--- src/rtl/bus_if_pkg.sv ---
// Shared encodings, widths and FSM state type for the memory-stage bus
// interface: mem_op / miss_align codes, READ/WRITE levels, SPM select.
package bus_if_pkg;

  localparam int WORD_W  = 32;
  localparam int WADDR_W = 30;
  localparam int SPM_AW  = 12;

  localparam logic [2:0] SLV_SEL = 3'h1;

  localparam logic READ  = 1'b1;
  localparam logic WRITE = 1'b0;

  typedef enum logic [1:0] {
    MEM_OP_NOP = 2'd0,
    MEM_OP_LDW = 2'd1,
    MEM_OP_STW = 2'd2
  } mem_op_t;

  typedef enum logic [1:0] {
    MA_NONE  = 2'd0,
    MA_LOAD  = 2'd1,
    MA_STORE = 2'd2
  } miss_align_t;

  typedef enum logic [1:0] {
    ST_IDLE   = 2'd0,
    ST_REQ    = 2'd1,
    ST_ACCESS = 2'd2,
    ST_STALL  = 2'd3
  } state_t;

endpackage

--- src/rtl/bus_if_mem_ctrl.sv ---
// Memory-op decode: en_n_i/mem_op_i/addr_i -> access strobe, rw level,
// alignment fault; r_data_i -> stage result out_o.
module bus_if_mem_ctrl
  import bus_if_pkg::*;
(
  input  logic              en_n_i,
  input  logic [1:0]        mem_op_i,
  input  logic [WORD_W-1:0] addr_i,
  input  logic [WORD_W-1:0] r_data_i,
  output logic [WORD_W-1:0] out_o,
  output logic              as_n_o,
  output logic              rw_o,
  output logic [1:0]        miss_align_o
);

  logic aligned;
  logic ld;
  logic st;

  assign aligned = (addr_i[1:0] == 2'b00);
  assign ld = !en_n_i && (mem_op_i == MEM_OP_LDW);
  assign st = !en_n_i && (mem_op_i == MEM_OP_STW);

  // Strobe decode kept apart from the result mux so that the
  // read data path back from bus_if never forms a block-level loop.
  always_comb begin
    as_n_o       = 1'b1;
    rw_o         = READ;
    miss_align_o = MA_NONE;
    unique case (1'b1)
      ld: begin
        if (aligned) as_n_o = 1'b0;
        else         miss_align_o = MA_LOAD;
      end
      st: begin
        if (aligned) begin
          as_n_o = 1'b0;
          rw_o   = WRITE;
        end else begin
          miss_align_o = MA_STORE;
        end
      end
      default: ;
    endcase
  end

  always_comb begin
    out_o = '0;
    unique case (1'b1)
      ld:      if (aligned) out_o = r_data_i;
      st:      out_o = '0;
      default: if (!en_n_i) out_o = addr_i;
    endcase
  end

endmodule

--- src/rtl/bus_if.sv ---
// Memory-stage bus interface: same-cycle SPM access, or a REQ/ACCESS
// handshake on the external bus with stall hold of the read data.
module bus_if
  import bus_if_pkg::*;
(
  input  logic               clk,
  input  logic               rst,
  input  logic               stall,
  input  logic               en_,
  input  logic [1:0]         mem_op,
  input  logic [WORD_W-1:0]  addr_in,
  input  logic [WORD_W-1:0]  w_data,
  output logic [WORD_W-1:0]  out,
  output logic [1:0]         miss_align,
  output logic               busy,
  input  logic [WORD_W-1:0]  spm_r_data,
  output logic [SPM_AW-1:0]  spm_addr,
  output logic               spm_as_,
  output logic               spm_rw,
  output logic [WORD_W-1:0]  spm_w_data,
  input  logic [WORD_W-1:0]  bus_r_data,
  input  logic               bus_rdy_,
  input  logic               bus_grnt_,
  output logic               bus_req_,
  output logic [WADDR_W-1:0] bus_addr,
  output logic               bus_as_,
  output logic               bus_rw,
  output logic [WORD_W-1:0]  bus_w_data
);

  state_t             state_q, state_d;
  logic               req_n_q, req_n_d;
  logic               as_n_q, as_n_d;
  logic               rw_q, rw_d;
  logic [WADDR_W-1:0] addr_q, addr_d;
  logic [WORD_W-1:0]  wd_q, wd_d;
  logic [WORD_W-1:0]  rd_buf_q, rd_buf_d;

  logic [WORD_W-1:0]  r_int;
  logic               as_int;
  logic               rw_int;
  logic               spm_sel;

  bus_if_mem_ctrl u_mem_ctrl (
    .en_n_i       (en_),
    .mem_op_i     (mem_op),
    .addr_i       (addr_in),
    .r_data_i     (r_int),
    .out_o        (out),
    .as_n_o       (as_int),
    .rw_o         (rw_int),
    .miss_align_o (miss_align)
  );

  assign spm_sel    = (addr_in[31:29] == SLV_SEL);
  assign spm_addr   = addr_in[SPM_AW+1:2];
  assign spm_rw     = rw_int;
  assign spm_w_data = w_data;

  assign bus_req_   = req_n_q;
  assign bus_as_    = as_n_q;
  assign bus_rw     = rw_q;
  assign bus_addr   = addr_q;
  assign bus_w_data = wd_q;

  always_comb begin
    state_d  = state_q;
    req_n_d  = req_n_q;
    as_n_d   = 1'b1;
    rw_d     = rw_q;
    addr_d   = addr_q;
    wd_d     = wd_q;
    rd_buf_d = rd_buf_q;
    busy     = 1'b0;
    spm_as_  = 1'b1;
    r_int    = '0;
    unique case (state_q)
      ST_IDLE: begin
        if (!as_int) begin
          if (spm_sel) begin
            if (!stall) begin
              spm_as_ = 1'b0;
              if (rw_int == READ) r_int = spm_r_data;
            end
          end else begin
            busy    = 1'b1;
            state_d = ST_REQ;
            req_n_d = 1'b0;
            addr_d  = addr_in[WORD_W-1:2];
            rw_d    = rw_int;
            if (rw_int == WRITE) wd_d = w_data;
          end
        end
      end
      ST_REQ: begin
        busy = 1'b1;
        if (!bus_grnt_) begin
          state_d = ST_ACCESS;
          as_n_d  = 1'b0;
        end
      end
      ST_ACCESS: begin
        if (!bus_rdy_) begin
          if (rw_int == READ) begin
            r_int    = bus_r_data;
            rd_buf_d = bus_r_data;
          end
          req_n_d = 1'b1;
          addr_d  = '0;
          rw_d    = READ;
          wd_d    = '0;
          state_d = stall ? ST_STALL : ST_IDLE;
        end else begin
          busy = 1'b1;
        end
      end
      ST_STALL: begin
        if (rw_int == READ) r_int = rd_buf_q;
        if (!stall) state_d = ST_IDLE;
      end
      default: state_d = ST_IDLE;
    endcase
  end

  always_ff @(posedge clk or negedge rst) begin
    if (!rst) begin
      state_q  <= ST_IDLE;
      req_n_q  <= 1'b1;
      as_n_q   <= 1'b1;
      rw_q     <= READ;
      addr_q   <= '0;
      wd_q     <= '0;
      rd_buf_q <= '0;
    end else begin
      state_q  <= state_d;
      req_n_q  <= req_n_d;
      as_n_q   <= as_n_d;
      rw_q     <= rw_d;
      addr_q   <= addr_d;
      wd_q     <= wd_d;
      rd_buf_q <= rd_buf_d;
    end
  end

endmodule

--- config.mk ---
export PLATFORM = sky130hd
export DESIGN_NAME = bus_if
export DESIGN_NICKNAME = d
export VERILOG_FILES = /design/src/rtl/bus_if_pkg.sv /design/src/rtl/bus_if_mem_ctrl.sv /design/src/rtl/bus_if.sv
export SDC_FILE = /design/constraint.sdc
export NUM_CORES = 1
export LEC_CHECK = 0
export BUFFER_PORTS_ARGS = -buffer_cell sky130_fd_sc_hd__buf_2
export CORE_AREA = 2 2 122 124
export CTS_BUF_LIST = sky130_fd_sc_hd__clkbuf_4 sky130_fd_sc_hd__clkbuf_8 sky130_fd_sc_hd__clkbuf_16
export CTS_CLUSTER_DIAMETER = 150
export CTS_CLUSTER_SIZE = 14
export DETAILED_ROUTE_END_ITERATION = 7
export DIE_AREA = 0 0 124 126
export PLACE_DENSITY_LB_ADDON = 0.12
export SYNTH_ARGS = -nofsm -noshare
export SYNTH_HDL_FRONTEND = slang
export SYNTH_SLANG_ARGS = --single-unit
--- constraint.sdc ---
create_clock -name clk -period 4.3 [get_ports clk]
set_input_delay 0.215 -clock clk [delete_from_list [all_inputs] [get_ports clk]]
set_output_delay 0.215 -clock clk [all_outputs]
set_load 0.02 [all_outputs]
After elaboration in Yosys (flattened, before gate mapping)
Index checks and enable logic that the tools add are counted.
Storage, ports and cells
  output and inout port bits: 146
  word-level logic and storage cells: 81
  memory bits (read-only): 0
  input bits: 136
  memories kept: 0
  memory bits (writable): 0
  flip-flop bits (word level): 99
  bits in latches: 0
Operators by class
  mux-type cells: 50
  shift operators: 0
  order comparisons: 0
  reduce and logical (&&, ||, !) cells: 11
  div/mod/pow operators: 0
  add/subtract/negate cells: 0
  equal/unequal tests: 12
  bitwise operators: 1
  $mul: 0
Operator list (count)
  $mux 32: 13
  $pmux 32 s2: 2
  $pmux 32 s3: 1
  $mux 30: 3
  $pmux 30 s2: 1
  $mux 1: 18
  $mux 2: 7
  $ne 2x2->1 const B: 6
  $reduce_and 5->1: 2
  $pmux 2 s4: 1
  $eq 2x2->1 const B: 3
  $eq 2x1->1 const B: 2
  $logic_not 2->1: 2
  $pmux 1 s2: 2
  $pmux 2 s2: 1
  $reduce_and 4->1: 1
  $eq 3x1->1 const B: 1
  $pmux 1 s3: 1
  $reduce_and 3->1: 1
  $logic_and 1x1->1: 2
  $reduce_bool 2->1: 1
  $reduce_or 2->1: 1
  $logic_not 1->1: 1
  $not 1->1: 1

Logic depth before layout (Yosys ltp)
Gate-level depths: netlist of the first run.
  depth in word-level cells: 10
  depth in mapped cells: 5
  depth with buffers taken out: 3

Modules after synthesis
From an unflattened synthesis of the first run, not the netlist that was laid out.
Unflattened totals
  cell total of the unflattened synthesis: 652
  area, all modules: 6354.8 um^2
Modules (own cells, without submodules)
  bus_if: cells an instance 531, instances 1, seq. area each 2481.1 um^2, area each 5287.6 um^2
  bus_if_mem_ctrl: cells an instance 121, instances 1, seq. area each 0.0 um^2, area each 1067.3 um^2

Least setup slack after synthesis of the first run
No wires, ideal clock.
  path type: reg2reg
  start: reg state_q[0]
  end: reg rd_buf_q[10]
  stages on the path, launching flop included: 6
  slack: 2.545 ns
  clock period less this slack: 1.755 ns
  required time: 4.175 ns
  setup time: 0.125 ns
  path buffers: 2
  data arrival time: 1.630 ns
  cell sequence: dfrtp_1 -> or3b_1 -> buf_2 -> a21oi_4 -> buf_6 -> mux2_2
Between the ends
  longest elaborated chain between the ends: 2
Ends and longest elaborated chain
  start: declaration: RTL line bus_if.sv:31  | state_t state_q, state_d;
  start signal: assignment: RTL line bus_if.sv:135  | state_q <= state_d;
  $eq 2x2->1: RTL line bus_if.sv:77  | unique case (state_q)
  $reduce_and 3->1 (no line)
  end signal: assignment: RTL line bus_if.sv:141  | rd_buf_q <= rd_buf_d;
  end: declaration: RTL line bus_if.sv:37  | logic [WORD_W-1:0] rd_buf_q, rd_buf_d;
Every way passes these cells.
A chain may end at the register's enable or synchronous reset.

Final worst setup path of the first run
  start: reg state_q[0]
  end: reg rd_buf_q[23]
The elaborated chain is that of the path after synthesis.

==> reports/summary.txt, run 1 <==
status -> finished clean
layout cell share with drive strength beyond 1 -> 41.5%
sw power -> 1.48 mW
Worst R2R End -> rd_buf_q[23]
Slowest-stage cell, CP -> a21oi_4
Reg power frac -> 40.3%
dpl cell area -> 7290 um2
antenna viol nets, final -> 0
worst-case reg-to-reg path depth -> 3
Critical Path End Type -> flop
TritonRoute pass-1 iters -> 5
synthesized flop and latch total -> 99
dpl cells -> 1,017
crit-path cells -> or3b_2 > a21oi_4 > mux2_2
WP data required -> 4540 ps
largest net degree at the start of global routing -> 72
Tcrit/Tclk final -> 66.4%
Hold EP -> rd_buf_q[2]
final core occ -> 52.9%
Leak -> 4.37 nW
Synth Flop Type -> dfrtp_1
most common cell after layout, fill and taps aside -> buf_2
Final Max Slew Viols -> 0
Synth cell types -> 37
WP data arrival -> 3090 ps
htree depth -> 3
Mapped Area -> 6130 um2
Max Clock Freq -> 0.350 GHz
worst hold path class -> in -> reg
clk_lat worst skew -> 350 ps
area delta synth->final -> 23.4%
die footprint -> 15,600 um2
detailed router's first-iteration violation count -> 329
Final nets -> 981
Worst Path Max Fanout -> 71
Chip Height -> 126 um
Mean Syn Cell Area -> 9.57 um2
sequential-to-total area share from yosys stat -> 40.5%
final hold vios -> 0
number of global-route vias before repair -> 5,530
post-DP HPWL -> 14,600 um
Tot GR Track Use -> 25.5%
Post-Syn Instances -> 641
Cell Rows -> 44
Gates resized, CTS repair -> 0
Setup WS post-layout -> 1440 ps
endpoints failing setup -> 0
TritonCTS Sinks -> 99
initial antenna violation count -> 1
worst-case clock buffer depth -> 2
Routed Wire Length -> 20,100 um
Post-Place Setup Slack -> 1450 ps
grt total ovfl -> 0
peak supply drop -> 217 uV
Hold Path Origin -> bus_r_data[2]
PwrDens -> 496 nW/um2
Pint -> 2.27 mW
Clock transition at path regs -> 70 ps
hold depth -> 2
Die Span X -> 124 um
overall power -> 3.75 mW
EDFF count, synth -> 0
Synth Warn # -> 0
critical path class -> reg -> reg
most frequent cells in the layout -> 280 x buf_2, 95 x dfrtp_1, 64 x nand2_1, 62 x inv_1, 61 x mux2i_1
via count -> 5,557
routability congestion estimate from global placement -> 0.814
CTS tree -> built
core box area -> 14,300 um2
first-pass GRT wire length -> 30,200 um
design area -> 7570 um2
Comb pwr share -> 39.5%
DR vias/cell -> 5.37
clock root buffer master -> clkbuf_16
worst hold slack -> 91.8 ps
setup TNS -> 0 ps
clock share of power -> 20.2%
max incr delay on CP -> 840 ps
RSZ-0062 raised after global routing -> no
maxcap violations -> 0
Final min period -> 2860 ps
skew final -> 4.11 ps
drt drc -> 0
port bufs -> 281
post-synth net total -> 777
number of CTS-inserted buffers -> 9
Relative slew margins -> 26.7%
worst reg-to-reg setup slack -> 1440 ps
Slew @ Worst Pin -> 1100 ps
Startpoint Class -> flop
asr flop ratio synth -> 100%
fin cells -> 1,035
sw frac -> 39.4%
initial core utilization -> 42.8%
I/O pin cnt -> 282
WL/cell -> 19.4 um
R2R Path Start -> state_q[0]
state kept, by name, indices dropped and copies added, names as in the netlist:
register    flops
bus_rw          1
bus_as_         1
state_q         2
bus_addr       30
bus_w_data     32
bus_req_        1
rd_buf_q       32
power by group through the flow:
stage | Sequential [mW] | Clock, mW | Combinational [mW]
after detailed placement | 1.52 | 0 | 1.50
after global routing | 1.56 | 0.813 | 1.61
after CTS | 1.51 | 0.774 | 1.50
after global placement | 1.50 | 0 | 1.46
after floorplan | 1.64 | 0 | 0.881
final | 1.51 | 0.758 | 1.48
synthesized netlist by cell type, types with 7 or more instances:
cell type / n / area share [%]
dfrtp_1: 96 / 39
nand2_1: 64 / 3.9
inv_1: 62 / 3.8
mux2i_1: 61 / 10
buf_4: 50 / 6.1
clkbuf_1: 41 / 2.5
nand4_1: 33 / 3.4
and2_1: 32 / 3.3
nand3_1: 32 / 2.6
nor4bb_1: 32 / 5.2
o2111ai_1: 32 / 4.6
mux2_2: 31 / 5.7
or3_1: 29 / 3.0
buf_2: 7 / 0.57
repair_timing:
| action | in CTS | in global routing |
|---|---|---|
| setup buffers | 0 | 0 |
| endpoints found under the hold margin | 58 | 0 |
| hold buffers | 1 | 0 |
| endpoints found under the setup margin | 0 | 0 |
logic make-up (layout without fill, tap and decap cells):
| kind of cell | count (synthesis) | count (layout) | share of synthesized area [%] |
|---|---|---|---|
| mux | 93 | 93 | 15.8 |
| flops | 99 | 99 | 40.5 |
| xor+xnor | 2 | 2 | 0.286 |
| other cells | 0 | 1 | 0 |
| simple gates | 244 | 244 | 24.2 |
| compound gates | 40 | 40 | 5.71 |
| buf+inv | 163 | 372 | 13.5 |
cell type report:
cell class              count  area [um2]
diodes                      1        2.50
clock inverters             6        32.5
well taps                 184         230
inverters                  62         233
clock buffers              10         233
fillers                  1383        6740
flip-flops and latches     99        2480
repair buffers            294        1510
multi-input cells         379        2850
worst max path at each step:
stage                        end  slack (ps)  depth (start not counted)  startpoint
detailed placement  rd_buf_q[31]        1450                          3  state_q[0]
floorplan           rd_buf_q[10]        2550                          5  state_q[0]
finish              rd_buf_q[23]        1440                          3  state_q[0]
global placement    rd_buf_q[25]        1510                          3  state_q[0]
global route        rd_buf_q[24]        1270                          3  state_q[0]
CTS                 rd_buf_q[23]        1440                          3  state_q[0]
critical path: cells and delay by family, from the launching register on:
family           cells  cell delay, ps
AND/OR/NAND/NOR      1             660
AO/OA/AOI/OAI        1             840
flip-flops           1             790
multiplexers         1             420
per-layer routing:
metal / GRT usage [%] / up-vias / share of wire (%)
met5: 0 / - / 0
met4: 9.12 / 0 / 2.1
met3: 6.07 / 25 / 8.3
met2: 44.4 / 257 / 50
met1: 30.5 / 2671 / 40
li1: - / 2604 / -
Power figures use the tool's default switching activity.
==> inputs of run 2 (changes only) <==
--- a/config.mk
+++ b/config.mk
@@ -6,12 +6,12 @@
 export NUM_CORES = 1
 export LEC_CHECK = 0
 export BUFFER_PORTS_ARGS = -buffer_cell sky130_fd_sc_hd__buf_2
-export CORE_AREA = 2 2 122 124
+export CORE_AREA = 2 2 123 125
 export CTS_BUF_LIST = sky130_fd_sc_hd__clkbuf_4 sky130_fd_sc_hd__clkbuf_8 sky130_fd_sc_hd__clkbuf_16
 export CTS_CLUSTER_DIAMETER = 150
 export CTS_CLUSTER_SIZE = 14
 export DETAILED_ROUTE_END_ITERATION = 7
-export DIE_AREA = 0 0 124 126
+export DIE_AREA = 0 0 125 127
 export PLACE_DENSITY_LB_ADDON = 0.12
 export SYNTH_ARGS = -nofsm -noshare
 export SYNTH_HDL_FRONTEND = slang
==> constraint.sdc (replaced) <==
create_clock -name clk -period 2.4 [get_ports clk]
set_input_delay 0.12 -clock clk [delete_from_list [all_inputs] [get_ports clk]]
set_output_delay 0.12 -clock clk [all_outputs]
set_load 0.02 [all_outputs]
==> run 2 against run 1 <==
Core utilization increased by 1.1 points. Via count increased by 2.8%. Final area increased by 2.9%. Clock power increased by 83%. Flip-flop and latch count unchanged. Global-route usage decreased by 0.43 points. Routed wire length increased by 2.1%. Critical path type is now reg -> out. Count of clock-buffer cells in the layout increased by 1. Highest routed layer unchanged. Critical path depth increased by 3.
==> reports/summary.txt, run 2 (synthesis gave the netlist of run 1 again) <==
status -> finished clean
number of global-route vias before repair -> 5,633
Final Max Slew Viols -> 0
drt drc -> 0
Worst Path Max Fanout -> 33
routability congestion estimate from global placement -> 0.985
RSZ-0062 raised after global routing -> no
hold depth -> 3
core box area -> 14,400 um2
design area -> 7790 um2
grt total ovfl -> 0
worst-case clock buffer depth -> 2
Critical Path End Type -> output pin
I/O pin cnt -> 282
Reg power frac -> 37.7%
TritonRoute pass-1 iters -> 5
dpl cell area -> 7410 um2
port bufs -> 281
WP data required -> 2280 ps
clock share of power -> 20.2%
top layer in use -> met4
Met3 Wirelength -> 1620 um
WP data arrival -> 2110 ps
Final min period -> 2230 ps
Slew @ Worst Pin -> 703 ps
number of CTS-inserted buffers -> 9
Routed Wire Length -> 20,500 um
most frequent cells in the layout -> 280 x buf_2, 95 x dfrtp_1, 64 x nand2_1, 62 x inv_1, 61 x mux2i_1
Hold EP -> bus_w_data[30]
Slowest-stage cell, CP -> dfrtp_2
Relative slew margins -> 53.1%
Final nets -> 1,001
Tot GR Track Use -> 25.1%
TritonCTS Sinks -> 99
largest net degree at the start of global routing -> 63
Setup Fix Bufs, Post-CTS -> 0
most common cell after layout, fill and taps aside -> buf_2
most used cell, CP -> buf_4
overall power -> 6.86 mW
sw power -> 2.68 mW
Chip Height -> 127 um
Comb pwr share -> 42.1%
antenna viol nets, final -> 0
clk_lat worst skew -> 350 ps
setup TNS -> 0 ps
htree depth -> 3
skew final -> 9.21 ps
PwrDens -> 880 nW/um2
Max Clock Freq -> 0.449 GHz
worst reg-to-reg setup slack -> 450 ps
Worst R2R End -> rd_buf_q[27]
Clock transition at path regs -> 70 ps
initial core utilization -> 42.5%
DR WL met2 -> 10,400 um
CP Buf/Inv Count -> 3
crit-path cells -> buf_4 > nor4b_4 > buf_4 > nand4_1 > nand3_1 > buf_2
area delta synth->final -> 27.1%
critical path class -> reg -> out
peak supply drop -> 372 uV
final hold vios -> 0
die footprint -> 15,900 um2
detailed router's first-iteration violation count -> 405
clock root buffer master -> clkbuf_16
endpoints failing setup -> 0
via count -> 5,711
Pint -> 4.18 mW
final core occ -> 54.0%
Hold Path Origin -> w_data[30]
Leak -> 4.48 nW
critical path's top delay family -> buffers and inverters
fin cells -> 1,054
diode count -> 0
CTS tree -> built
Startpoint Class -> flop
DR vias/cell -> 5.42
post-DP HPWL -> 15,300 um
first-pass GRT wire length -> 31,400 um
final-layout fill cell count -> 1,347
R2R Path Start -> state_q[1]
Tcrit/Tclk final -> 92.9%
worst hold path class -> in -> reg
max incr delay on CP -> 420 ps
Die Span X -> 125 um
maxcap violations -> 0
sw frac -> 39.1%
Cell Rows -> 44
worst-case reg-to-reg path depth -> 4
M1 WL -> 7960 um
initial antenna violation count -> 0
layout cell share with drive strength beyond 1 -> 41.8%
WL/cell -> 19.4 um
dpl cells -> 1,028
==> run 2: changes by cell type in the layout (fill, tap and decap cells not counted), moves of 2 or more <==
cell,change
dlygate4sd3_1,+9
buf_4,+8
clkinv_2,-4
buf_12,+3
clkinv_4,+2
==> run 2: cell type report <==
type | instances | area, um2 | area share (%)
Multi-Input combinational cell | 379 | 2850 | 36.6
Sequential cell | 99 | 2480 | 31.9
Timing Repair Buffer | 314 | 1720 | 22.1
Clock buffer | 11 | 240 | 3.08
Inverter | 62 | 233 | 2.99
Tap cell | 184 | 230 | 2.95
Clock inverter | 5 | 38.8 | 0.498
==> run 2: tightest hold or removal path: cells and delay by family <==
kind | cells | cell delay, ps
muxes | 1 | 50
buffers and inverters | 2 | 150
==> run 2: repair_timing <==
| item | CTS | global route |
|---|---|---|
| hold buffers | 10 | 0 |
| endpoints found under the hold margin | 53 | 0 |
| resized for setup | 0 | 0 |
==> run 2: worst max-delay path by stage <==
stage | startpoint | end | slack (ps) | cells past startpoint
6_report | state_q[0] | out[26] | 170 | 6
5_1_grt | state_q[0] | out[26] | 100 | 6
2_1_floorplan | state_q[0] | rd_buf_q[10] | 650 | 5
3_5_place_dp | state_q[1] | rd_buf_q[27] | 480 | 4
4_1_cts | state_q[0] | out[26] | 190 | 6
3_3_place_gp | state_q[1] | rd_buf_q[25] | 510 | 4
==> run 2: metrics by stage <==
step                setup slack, ps  hold WS [ps]
finish                          171          4.32
global route                    103          15.1
CTS                             186         0.281
detailed placement              478           186
global placement                511           183
floorplan                       645          -176
==> run 2: power groups by stage <==
| stage | Clock (mW) | Combinational, mW | Sequential (mW) |
|---|---|---|---|
| 3_3_place_gp | 0 | 2.82 | 2.58 |
| 6_report | 1.39 | 2.89 | 2.58 |
| 4_1_cts | 1.42 | 2.91 | 2.59 |
| 2_1_floorplan | 0 | 1.58 | 2.94 |
| 3_5_place_dp | 0 | 2.89 | 2.61 |
| 5_1_grt | 1.48 | 3.13 | 2.67 |
==> run 2: per-layer routing <==
layer,GRT usage [%],vias to the layer above
met2,44.1,282
li1,-,2641
met1,30.2,2761
met4,9.28,0
met5,0,-
met3,5.70,27
